--- src/rtl/array_scan_reader_if.sv ---
// Write-port, scan-control and output-stream bundle for array_scan_reader.
// master drives writes/start/out_ready; slave is the array_scan_reader side.
interface array_scan_reader_if #(
  parameter int unsigned W = 2,
  parameter int unsigned D = 7
);
  logic           wr_en;
  logic [W-1:0]   wr_addr;
  logic [D-1:0]   wr_data;
  logic           start;
  logic           busy;
  logic           out_valid;
  logic           out_ready;
  logic [W-1:0]   out_addr;
  logic [D-1:0]   out_data;
  logic           out_last;
  logic           done;
  logic [D+W-1:0] sum;

  modport master (
    output wr_en, wr_addr, wr_data, start, out_ready,
    input  busy, out_valid, out_addr, out_data, out_last, done, sum
  );

  modport slave (
    input  wr_en, wr_addr, wr_data, start, out_ready,
    output busy, out_valid, out_addr, out_data, out_last, done, sum
  );
endinterface

--- src/rtl/array_scan_reader.sv ---
// 2^W-entry register array with one write port and an in-order scan engine
// streaming every entry and reporting their sum. Optional ARRAY_SCAN_PARITY_EN.
module array_scan_reader #(
  parameter int unsigned W      = 2,
  parameter int unsigned D      = 7,
  parameter int          FINISH = 0
) (
  input  logic clock,
  input  logic reset_n,
  array_scan_reader_if.slave bus
`ifdef ARRAY_SCAN_PARITY_EN
  ,
  output logic parity_err
`endif
);

  localparam int unsigned N = 1 << W;

  typedef enum logic [1:0] {
    IDLE,
    FETCH,
    PRESENT,
    FIN
  } state_t;

  state_t         state;
  logic [D-1:0]   mem [N];
  logic [W-1:0]   ptr;
  logic [D+W-1:0] acc;
  logic [D+W-1:0] acc_next;

`ifdef ARRAY_SCAN_PARITY_EN
  logic           par_mem [N];
`endif

  // Non-blocking write against the FETCH read gives read-before-write.
  always_ff @(posedge clock) begin
    if (!reset_n) begin
      for (int unsigned i = 0; i < N; i++) begin
        mem[i] <= '0;
`ifdef ARRAY_SCAN_PARITY_EN
        par_mem[i] <= 1'b0;
`endif
      end
    end else if (bus.wr_en) begin
      mem[bus.wr_addr] <= bus.wr_data;
`ifdef ARRAY_SCAN_PARITY_EN
      par_mem[bus.wr_addr] <= ^bus.wr_data;
`endif
    end
  end

  always_comb begin
    acc_next = acc + (D+W)'(bus.out_data);
  end

  always_ff @(posedge clock) begin
    if (!reset_n) begin
      state         <= IDLE;
      ptr           <= '0;
      acc           <= '0;
      bus.busy      <= 1'b0;
      bus.out_valid <= 1'b0;
      bus.out_addr  <= '0;
      bus.out_data  <= '0;
      bus.out_last  <= 1'b0;
      bus.done      <= 1'b0;
      bus.sum       <= '0;
`ifdef ARRAY_SCAN_PARITY_EN
      parity_err    <= 1'b0;
`endif
    end else begin
      bus.done <= 1'b0;
      case (state)
        IDLE: begin
          if (bus.start) begin
            state    <= FETCH;
            ptr      <= '0;
            acc      <= '0;
            bus.busy <= 1'b1;
`ifdef ARRAY_SCAN_PARITY_EN
            parity_err <= 1'b0;
`endif
          end
        end
        FETCH: begin
          bus.out_data  <= mem[ptr];
          bus.out_addr  <= ptr;
          bus.out_last  <= (ptr == W'(N - 1));
          bus.out_valid <= 1'b1;
          state         <= PRESENT;
`ifdef ARRAY_SCAN_PARITY_EN
          if ((^mem[ptr]) != par_mem[ptr]) begin
            parity_err <= 1'b1;
          end
`endif
        end
        PRESENT: begin
          if (bus.out_ready) begin
            bus.out_valid <= 1'b0;
            acc           <= acc_next;
            if (bus.out_last) begin
              // done and busy change together so FIN is visible as the done cycle.
              state    <= FIN;
              bus.sum  <= acc_next;
              bus.done <= 1'b1;
              bus.busy <= 1'b0;
            end else begin
              ptr   <= ptr + 1'b1;
              state <= FETCH;
            end
          end
        end
        FIN: begin
          state <= IDLE;
        end
        default: begin
          state <= IDLE;
        end
      endcase
    end
  end

`ifndef SYNTHESIS
  if (FINISH != 0) begin : g_finish
    always_ff @(posedge clock) begin
      if (reset_n && bus.done) begin
        $display("array_scan_reader sum=%0d", bus.sum);
        $finish(FINISH);
      end
    end
  end
`endif

endmodule

--- src/flat_wrapper.sv ---
// flat-port wrapper written by rule: the top's interface ports become plain ports
module array_scan_reader_flat 
#(
  parameter int unsigned W      = 2,
  parameter int unsigned D      = 7,
  parameter int          FINISH = 0
)
  (clock, reset_n, bus_wr_en, bus_wr_addr, bus_wr_data, bus_start, bus_out_ready, bus_busy, bus_out_valid, bus_out_addr, bus_out_data, bus_out_last, bus_done, bus_sum);
  array_scan_reader_if #(.W(W), .D(D)) bus_i ();
  input  logic clock;
  input  logic reset_n;
  input wire logic [$bits(bus_i.wr_en)-1:0] bus_wr_en;
  input wire logic [$bits(bus_i.wr_addr)-1:0] bus_wr_addr;
  input wire logic [$bits(bus_i.wr_data)-1:0] bus_wr_data;
  input wire logic [$bits(bus_i.start)-1:0] bus_start;
  input wire logic [$bits(bus_i.out_ready)-1:0] bus_out_ready;
  output wire logic [$bits(bus_i.busy)-1:0] bus_busy;
  output wire logic [$bits(bus_i.out_valid)-1:0] bus_out_valid;
  output wire logic [$bits(bus_i.out_addr)-1:0] bus_out_addr;
  output wire logic [$bits(bus_i.out_data)-1:0] bus_out_data;
  output wire logic [$bits(bus_i.out_last)-1:0] bus_out_last;
  output wire logic [$bits(bus_i.done)-1:0] bus_done;
  output wire logic [$bits(bus_i.sum)-1:0] bus_sum;
  assign bus_i.wr_en = bus_wr_en;
  assign bus_i.wr_addr = bus_wr_addr;
  assign bus_i.wr_data = bus_wr_data;
  assign bus_i.start = bus_start;
  assign bus_i.out_ready = bus_out_ready;
  assign bus_busy = bus_i.busy;
  assign bus_out_valid = bus_i.out_valid;
  assign bus_out_addr = bus_i.out_addr;
  assign bus_out_data = bus_i.out_data;
  assign bus_out_last = bus_i.out_last;
  assign bus_done = bus_i.done;
  assign bus_sum = bus_i.sum;
  array_scan_reader #(.W(W), .D(D), .FINISH(FINISH)) u_core (.clock(clock), .reset_n(reset_n), .bus(bus_i));
endmodule
--- config.mk ---
export PLATFORM = sky130hd
export DESIGN_NAME = array_scan_reader_flat
export DESIGN_NICKNAME = d
export VERILOG_FILES = /design/src/rtl/array_scan_reader_if.sv /design/src/rtl/array_scan_reader.sv /design/src/flat_wrapper.sv
export SDC_FILE = /design/constraint.sdc
export NUM_CORES = 1
export LEC_CHECK = 0
export CAP_MARGIN = 20
export CORE_MARGIN = 5
export CORE_UTILIZATION = 45
export DETAILED_ROUTE_END_ITERATION = 8
export PLACE_DENSITY = 0.67
export SLEW_MARGIN = 20
export SYNTH_ARGS = -nofsm -noshare
export SYNTH_HDL_FRONTEND = slang
export SYNTH_SLANG_ARGS = --single-unit
--- constraint.sdc ---
create_clock -name clock -period 2.95 [get_ports clock]
set_input_delay 0.7375 -clock clock [delete_from_list [all_inputs] [get_ports clock]]
set_output_delay 0.7375 -clock clock [all_outputs]
set_load 0.1 [all_outputs]
* Yosys cells after proc, flatten, opt, wreduce, memory -nomap -nowiden
Memories as Yosys holds them, arrays and structs flattened. A register that Yosys moved wholly into a read port is not among the register bits.
Index checks and enable logic that the tools add are counted.
** Word-level totals
- Memory bits (writable) :: 28
- Output and inout port bits :: 22
- Register bits :: 28
- Logic and storage cells :: 57
- Memories kept :: 1
- Input port bits :: 14
** Cells by class
- Reduce and logical (&&, ||, !) cells :: 12
- $add $sub $neg :: 2
- Equal/unequal tests :: 8
- Mux-type cells :: 25
** Memory list
- u_core.mem :: depth 4, width 7, read ports 1, clocked after Yosys merged registers in 1, write ports 4, line array_scan_reader.sv:27 : logic [D-1:0] mem [N];
** Operator list (count)
- 9-bit two-way mux :: 2
- 9-bit one-hot mux with 2 select lines :: 1
- 2-bit two-way mux :: 7
- 1-bit two-way mux :: 10
- 9-bit by 7-bit adder with 9-bit output :: 1
- 3-bit AND reduction :: 3
- 2-bit one-hot mux with 4 select lines :: 1
- 4-bit AND reduction :: 2
- 7-bit two-way mux :: 1
- 7-bit OR reduction :: 1
- 2-bit equality test (second input constant) :: 3
- 2-bit != test (second input constant) :: 3
- 1-bit one-hot mux with 2 select lines :: 2
- 2-bit one-hot mux with 2 select lines :: 1
- 2-bit AND reduction :: 2
- 2-bit nonzero test :: 2
- 2-bit by 1-bit adder with 2-bit output (second input constant) :: 1
- 2-bit by 1-bit equality test with 1-bit output (second input constant) :: 1
- 2-bit logical NOT :: 1
- 2-bit by 1-bit != test with 1-bit output (second input constant) :: 1
- 1-bit logical NOT :: 1

* Logic depth before layout (Yosys ltp)
Gate-level depths: netlist of run 1.
- Word-level depth :: 5
- Mapped depth :: 6
- Gate-level depth less buffers :: 6

* Worst setup path before layout of run 1
No wires, ideal clock.
- Path type :: register to register
- Start :: register u_core.bus.out_data[0], read port of u_core.mem
- End :: register u_core.bus.sum[8]
- Arrival time :: 2.496 ns
- Setup slack :: 0.366 ns
- Cell stages (with the launch flop) :: 7
- Data required time :: 2.862 ns
- Setup time :: 0.088 ns
- Period minus slack after synthesis :: 2.584 ns
- Buffers on the path :: 0
- Cell sequence :: dfxtp_1 > ha_1 > fa_1 > a211o_1 > a2111oi_2 > o31ai_1 > a311oi_2
** On the way
- Longest elaborated chain between the ends :: 1
** RTL lines
- from (decl) :: line array_scan_reader_if.sv:27 : output busy, out_valid, out_addr, out_data, out_last, done, sum
- 9-bit by 7-bit adder with 9-bit output :: line array_scan_reader.sv:54 : acc_next = acc + (D+W)'(bus.out_data);
- to (signal assigned) :: line array_scan_reader.sv:105 : bus.sum <= acc_next;
- to (decl) :: line array_scan_reader_if.sv:27
No other way between the ends.
A chain may end at the register's enable or synchronous reset.

* Final worst setup path of run 1
Ends and elaborated chain as after synthesis.

==> results of run 1 <==
## cells in the final DEF, fill, tap and decap left out, types with 3 or more instances in the layout
cell             count
clkbuf_8            11
a211o_1              3
nor3b_1              4
clkdlybuf4s50_1     13
and2_1              24
nor2_1              14
nand2_1             39
buf_4               28
ha_1                 8
or4b_1               3
nand2b_1             6
nor2b_1              3
edfxtp_1            28
o21ai_0              6
a21o_1               3
nand3_1             14
a21oi_1             23
inv_1                4
clkbuf_1             3
dfxtp_1             35
o31ai_1              3
and3_1               7
mux4_2               7
## worst paths after layout
path | endpoint | cells after the start | start
worst max register to register | u_core.bus.sum[8] | 6 | u_core.bus.out_data[0]
worst max-delay path | u_core.bus.sum[8] | 6 | u_core.bus.out_data[0]
worst min-delay path | u_core.bus.sum[1] | 2 | u_core.bus.sum[1]
worst min register to register | u_core.bus.sum[1] | 2 | u_core.bus.sum[1]
## synth_stat cells (all sizes together) (2+ instances only)
cell,count,area [um2]
nand3b,2,15.0
nor2b,3,18.8
a211o,3,26.3
o21ai,6,30.0
ha,8,100
dfxtp,35,701
a21o,3,22.5
or4b,3,30.0
and2,24,150
o311ai,4,35.0
nand2,39,146
nand3,14,70.1
nand4b,2,17.5
and3,7,43.8
nor3,2,10.0
nor3b,4,30.0
clkbuf,11,41.3
nor2,14,52.6
nand2b,6,37.5
a32oi,2,17.5
a2111oi,2,23.8
edfxtp,28,841
a211oi,2,15.0
a21oi,23,115
o21a,2,15.0
inv,4,15.0
mux4,7,158
o31ai,3,22.5
## layer usage
metal	share of wire	track usage
met5	0	0
met4	0.024	0.0881
met3	0.040	0.0358
met2	0.50	0.272
met1	0.44	0.193
## logic make-up after synthesis
family / count (synthesis) / share of synthesized area
adders and majority gates: 9 / 0.0411
and+or+nand+nor: 123 / 0.221
DFF: 63 / 0.528
AOI/OAI and AO/OA: 57 / 0.133
xor gates and xnor gates: 1 / 0.00300
muxes: 7 / 0.0540
buffers and inverters: 16 / 0.0210
## power by group through the flow
| stage | sequential [mW] | clock, mW | combinational (mW) |
|---|---|---|---|
| finish | 0.975 | 0.654 | 0.202 |
| global route | 0.979 | 0.718 | 0.218 |
| floorplan | 1.04 | 0 | 0.0859 |
| global placement | 0.994 | 0 | 0.201 |
| CTS | 0.976 | 0.673 | 0.204 |
| detailed placement | 0.995 | 0 | 0.203 |
## final cells by class
cell class / instances / area (um2) / area share
sequential: 63 / 1540 / 0.443
multi-input combinational: 197 / 1320 / 0.379
timing repair buffer: 41 / 340 / 0.0978
clock buffer: 14 / 163 / 0.0467
tap: 77 / 96.3 / 0.0277
inverter: 4 / 15.0 / 0.00431
clock inverter: 1 / 5.00 / 0.00144
## state kept, by name (all words and copies together) (netlist names)
register              flops
u_core.bus.out_data       7
u_core.bus.out_valid      1
u_core.bus.out_addr       2
u_core.bus.done           1
u_core.bus.sum            9
u_core.mem               28
u_core.bus.out_last       1
u_core.state              2
u_core.bus.busy           1
u_core.ptr                2
u_core.acc                9
## worst register-to-register path, cell delays in order, from the launching register on
cell	delay (ps)
dfxtp_1	350
ha_1	250
fa_1	430
a211o_1	350
a2111oi_2	480
o31ai_1	140
a311oi_2	230
==> metrics.md, run 1 <==
| Metric | Value |
|---|---|
| Outcome | finished, final reports clean |
| Row cnt | 29 |
| Pin count of the biggest net entering global routing | 24 |
| Switch Pwr | approximately 0.46 mW |
| Post-DP Area | 3310 um2 |
| Biggest fanout along the worst timing path | 4 |
| IO Count | 36 |
| DP Wirelength | approximately 4600 um |
| P per Cell Area | between 500 and 600 nW/um2 |
| Synthesis-to-finish area growth | 19.1% |
| Data arrival time at the worst-slack endpoint | approximately 2600 ps |
| Ordered list of cells on the worst path | ha_1 -> fa_1 -> a211o_1 -> a2111oi_2 -> o31ai_1 -> a311oi_2 |
| Violation count after the first detailed-routing iteration | between 70 and 80 |
| EDFF count, synth | 28 |
| Worst hold slack | between 400 and 500 ps |
| Count of pins over their slew limit | 0 |
| Die Width | just over 90 um |
| Post-cts sizing count | 0 |
| Via count of the first global-routing pass | 2,171 |
| Commonest register cell after synthesis | dfxtp_1 |
| Hold Crit Class | register to register |
| Pre-antenna DRT Iters | 4 |
| Floorplan die area | around 8200 um2 |
| Gate count of the mapped netlist | 276 |
| TritonCTS sink count | 63 |
| Worst slew pin tran | 759 ps |
| Wire per inst | 15.7 um |
| Number of port buffers | 35 |
| Global-route wire length before repair | approximately 11,000 um |
| Minimum period implied by the final worst setup slack | around 2300 ps |
| Number of placed instances with taps included | ~380 |
| Clock buffer count from CTS | 9 |
| Post-route clock period utilization | 0.786 |
| Clock tree from TritonCTS | yes |
| CP top delay family | compound AO/OA/AOI/OAI gates |
| Worst slew margin relative to its limit | 0.493 |
| Setup TNS | 0 ps |
| Number of antenna violations at the first check in global routing | 0 |
| Sort of element at the end of the critical path | register |
| Htree depth | 3 |
| Slack of the worst reg-to-reg path | around 630 ps |
| Final wirelength | 6240 um |
| GPL Wtd Cong | between 0.8 and 0.9 |
| Diodes inserted | 0 |
| Final instance area | about 3500 um2 |
| Aggregate global routing overflow | 0 |
| Hold Violations, Final | 0 |
| Count of non-filler cells in the finished layout | roughly 400 |
| Chip Height | roughly 91 um |
| Total of flip-flops plus latches after synthesis | 63 |
| Share of final-layout standard cells stronger than drive strength 1 | 0.156 |
| Internal power | approximately 1.4 mW |
| Worst-case setup margin in the final layout | approximately 630 ps |
| Sequential share of power | 0.533 |
| Overall power | about 1.8 mW |
| Max Clk Rate | 431 MHz |
| Layout Utilization | 0.548 |
| Core Region | 6350 um2 |
| Total standard cell area after synthesis | 2920 um2 |
| Type of element launching the critical path | register |
| Share of power burned in the clock network | 0.357 |
| Number of different library cells in the post-synthesis netlist | 43 |
| Largest stage delay on the critical path | approximately 480 ps |
| Sw Share | 0.254 |
| Number of design rule violations left after detail routing | 0 |
| Final setup violating endpoints | 0 |
| Clock Tree Buf Depth | 2 |
| Number of inserted filler cells in the final layout | 594 |
| Master of the slowest instance on the critical path | a2111oi_2 |
| Hold-fix buffers, CTS | 0 |
| Leakage | roughly 1.3 nW |
| Vias | approximately 2,200 |
| Worst voltage drop across the vdd grid | about 0.29 mV |
| Latest clock arrival within the worst-skew pair | ~330 ps |
| Crit Path Class | register to register |
| CP required | between 3000 and 4000 ps |
| CP Buf/Inv Count | 0 |
| # nets final | ~340 |
| Number of nets with antenna violations after detailed routing | 0 |
| Clock tree skew after final layout | around 7.3 ps |
| Max-cap violations | 0 |
| Vias/cell | roughly 5.4 |
| Synthesized net count | about 300 |
| Part of the power in combinational logic | 0.110 |
| Clock-pin slew of the registers on the worst-case setup and hold paths | around 70 ps |
| Sequential element share of the synthesized area | 0.528 |
| RSZ-0062 raised after global routing | no |
| Placement-stage worst setup slack | 487 ps |
| Gr usage total | 0.163 |
| Total of warnings raised by yosys | 0 |
| Root Buffer Master | clkbuf_8 |
| Initial cell density of the core | 0.460 |
| Proportion of synthesized flip-flops having asynchronous set or reset | 0 |
| Number of buffers inserted to repair setup after CTS | 0 |
| Mean instance size in the synthesized netlist | roughly 11 um2 |
No activity file was read; power rests on OpenSTA's default activity.
==> run 2, diff against run 1 <==
clock period = 2.3 ns   (was 2.95 ns; I/O delays follow)
==> run 2 against run 1 <==
  * Worst hold slack worse by 4.7 ps
  * First-iteration DRC count up 6.8%
  * Routed wire length up 2.4%
  * Count of clock-buffer cells in the layout down 3
  * Register-to-register slack worse by 540 ps
==> metrics.md, run 2 (synthesized netlist as in run 1, its figures left out) <==
| Metric | Value |
|---|---|
| Clock Tree Buf Depth | 2 (unchanged) |
| Switch Pwr | 0.626 mW (was 0.465 mW) |
| Number of port buffers | 35 (unchanged) |
| Count of pins over their slew limit | 0 (unchanged) |
| Core Region | 6350 um2 (unchanged) |
| Gr usage total | 0.163 (about the same) |
| Worst-case setup margin in the final layout | 87.1 ps (was 632 ps) |
| Worst slew pin tran | 625 ps (was 759 ps) |
| Layout Utilization | 0.565 (was 0.548) |
| Number of nets with antenna violations after detailed routing | 0 (unchanged) |
| Clock buffer count from CTS | 9 (unchanged) |
| Launch point of the worst reg-to-reg path | u_core.bus.out_data[0] (unchanged) |
| Vias/cell | 5.53 (was 5.45) |
| GPL Wtd Cong | 0.929 (was 0.810) |
| Max Clk Rate | 452 MHz (was 431 MHz) |
| Root Buffer Master | clkbuf_8 (unchanged) |
| Worst voltage drop across the vdd grid | 0.470 mV (was 0.288 mV) |
| RSZ-0062 raised after global routing | yes (was no) |
| Detailed-routed wire length on met2 | 3180 um (was 3100 um) |
| DP Wirelength | 4720 um (was 4630 um) |
| Post-cts sizing count | 0 (unchanged) |
| Outcome | finished, final reports clean (unchanged) |
| Sequential share of power | 0.512 (was 0.533) |
| Count of non-filler cells in the finished layout | 403 (was 397) |
| Worst hold start | u_core.bus.sum[0] (was u_core.bus.sum[1]) |
| Hold Crit Class | register to register (unchanged) |
| Number of design rule violations left after detail routing | 0 (unchanged) |
| Synthesis-to-finish area growth | 22.7% (was 19.1%) |
| Crit Path Class | register to register (unchanged) |
| Overall power | 2.44 mW (was 1.83 mW) |
| Number of buffers inserted to repair setup after CTS | 0 (unchanged) |
| Final wirelength | 6390 um (was 6240 um) |
| Minimum period implied by the final worst setup slack | 2210 ps (was 2320 ps) |
| Final setup violating endpoints | 0 (unchanged) |
| Biggest fanout along the worst timing path | 4 (unchanged) |
| Clock-pin slew of the registers on the worst-case setup and hold paths | 70 ps (about the same) |
| Die Width | 90.6 um (unchanged) |
| Post-route clock period utilization | 0.962 (was 0.786) |
| Pin count of the biggest net entering global routing | 28 (was 24) |
| Row cnt | 29 (unchanged) |
| Part of the power in combinational logic | 0.113 (was 0.110) |
| Commonest cells after routing, fill and taps aside | nand2_1, buf_4, dfxtp_1, edfxtp_1, and2_1 (was nand2_1, dfxtp_1, buf_4, edfxtp_1, and2_1) |
| Biggest regs | u_core.mem x28, u_core.acc x9, u_core.bus.sum x9 (unchanged) |
| IO Count | 36 (unchanged) |
| P per Cell Area | 680 nW/um2 (was 526 nW/um2) |
| Share of final-layout standard cells stronger than drive strength 1 | 0.196 (was 0.156) |
| Violation count after the first detailed-routing iteration | 79 (was 74) |
| Flip-flop count of the largest register, all copies and words added | 28 (unchanged) |
| Diodes inserted | 0 (unchanged) |
| Sort of element at the end of the critical path | register (unchanged) |
| Data arrival time at the worst-slack endpoint | 2470 ps (was 2570 ps) |
| Initial cell density of the core | 0.460 (unchanged) |
| Leakage | 1.39 nW (was 1.34 nW) |
| TritonCTS sink count | 63 (unchanged) |
| Sw Share | 0.257 (was 0.254) |
| Max-cap violations | 0 (unchanged) |
| Type of element launching the critical path | register (unchanged) |
| Slack of the worst reg-to-reg path | 90 ps (was 630 ps) |
| Worst slew margin relative to its limit | 0.583 (was 0.493) |
| Clock tree skew after final layout | 10.6 ps (was 7.29 ps) |
| Htree depth | 3 (unchanged) |
| Post-DP Area | 3390 um2 (was 3310 um2) |
| Routed length on met1 | 2770 um (was 2740 um) |
| Latest clock arrival within the worst-skew pair | 340 ps (was 330 ps) |
| Via count of the first global-routing pass | 2,267 (was 2,171) |
| Vias | 2,228 (was 2,162) |
| Global-route wire length before repair | 10,700 um (was 10,600 um) |
| Commonest non-fill, non-tap cell in the layout | nand2_1 (unchanged) |
| Wire per inst | 15.9 um (was 15.7 um) |
| Share of power burned in the clock network | 0.375 (was 0.357) |
| Clock tree from TritonCTS | yes (unchanged) |
| Placement-stage worst setup slack | 51.2 ps (was 487 ps) |
| Final instance area | 3580 um2 (was 3480 um2) |
| Chip Height | 90.6 um (unchanged) |
| Hold Violations, Final | 0 (unchanged) |
| Amount of wire on met3 after detailed routing | 317 um (was 247 um) |
| Timing startpoint of the critical path | u_core.bus.out_data[0] (unchanged) |
| Hold-fix buffers, CTS | 0 (unchanged) |
| Number of antenna violations at the first check in global routing | 0 (unchanged) |
| # nets final | 344 (was 339) |
| CP required | 2560 ps (was 3200 ps) |
| Aggregate global routing overflow | 0 (unchanged) |
| Register with the most flip-flops | u_core.mem (unchanged) |
| Highest routed metal layer | met4 (unchanged) |
| Internal power | 1.81 mW (was 1.37 mW) |
| Floorplan die area | 8200 um2 (unchanged) |
| Pre-antenna DRT Iters | 4 (unchanged) |
| Number of placed instances with taps included | 387 (was 382) |
run 2: layout make-up:
cell class                      instances  area [um2]
Fill cell                             563        2770
Sequential cell                        63        1550
Multi-Input combinational cell        197        1340
Timing Repair Buffer                   46         403
Clock buffer                           11         131
Tap cell                               77        96.3
Clock inverter                          5        48.8
Inverter                                4        15.0
run 2: through the flow:
step	setup TNS [ps]	hold slack, ps
finish	0	453
global route	-46.5	483
CTS	0	458
detailed placement	0	448
global placement	0	444
floorplan	0	436
run 2: worst paths after layout:
path                        to  cells past startpoint
max reg2reg  u_core.bus.sum[8]                      6
min          u_core.bus.sum[0]                      2
min reg2reg  u_core.bus.sum[0]                      2
max          u_core.bus.sum[8]                      6
run 2: critical path: stages (launching register included):
cell,delay (ps)
dfxtp_4,350
ha_1,230
fa_1,430
a211o_1,370
a2111oi_4,390
o31ai_1,130
a311oi_2,220
run 2: per-layer routing:
| layer | vias to the layer above | GRT usage |
|---|---|---|
| met5 | - | 0 |
| met4 | 0 | 0.0720 |
| met3 | 11 | 0.0383 |
| met2 | 43 | 0.281 |
| met1 | 1069 | 0.190 |
| li1 | 1105 | - |
run 2: power by group through the flow:
stage / sequential [mW] / clock (mW) / combinational, mW
floorplan: 1.34 / 0 / 0.110
global placement: 1.27 / 0 / 0.272
global route: 1.25 / 0.974 / 0.296
finish: 1.25 / 0.913 / 0.276
detailed placement: 1.28 / 0 / 0.276
CTS: 1.25 / 0.934 / 0.277
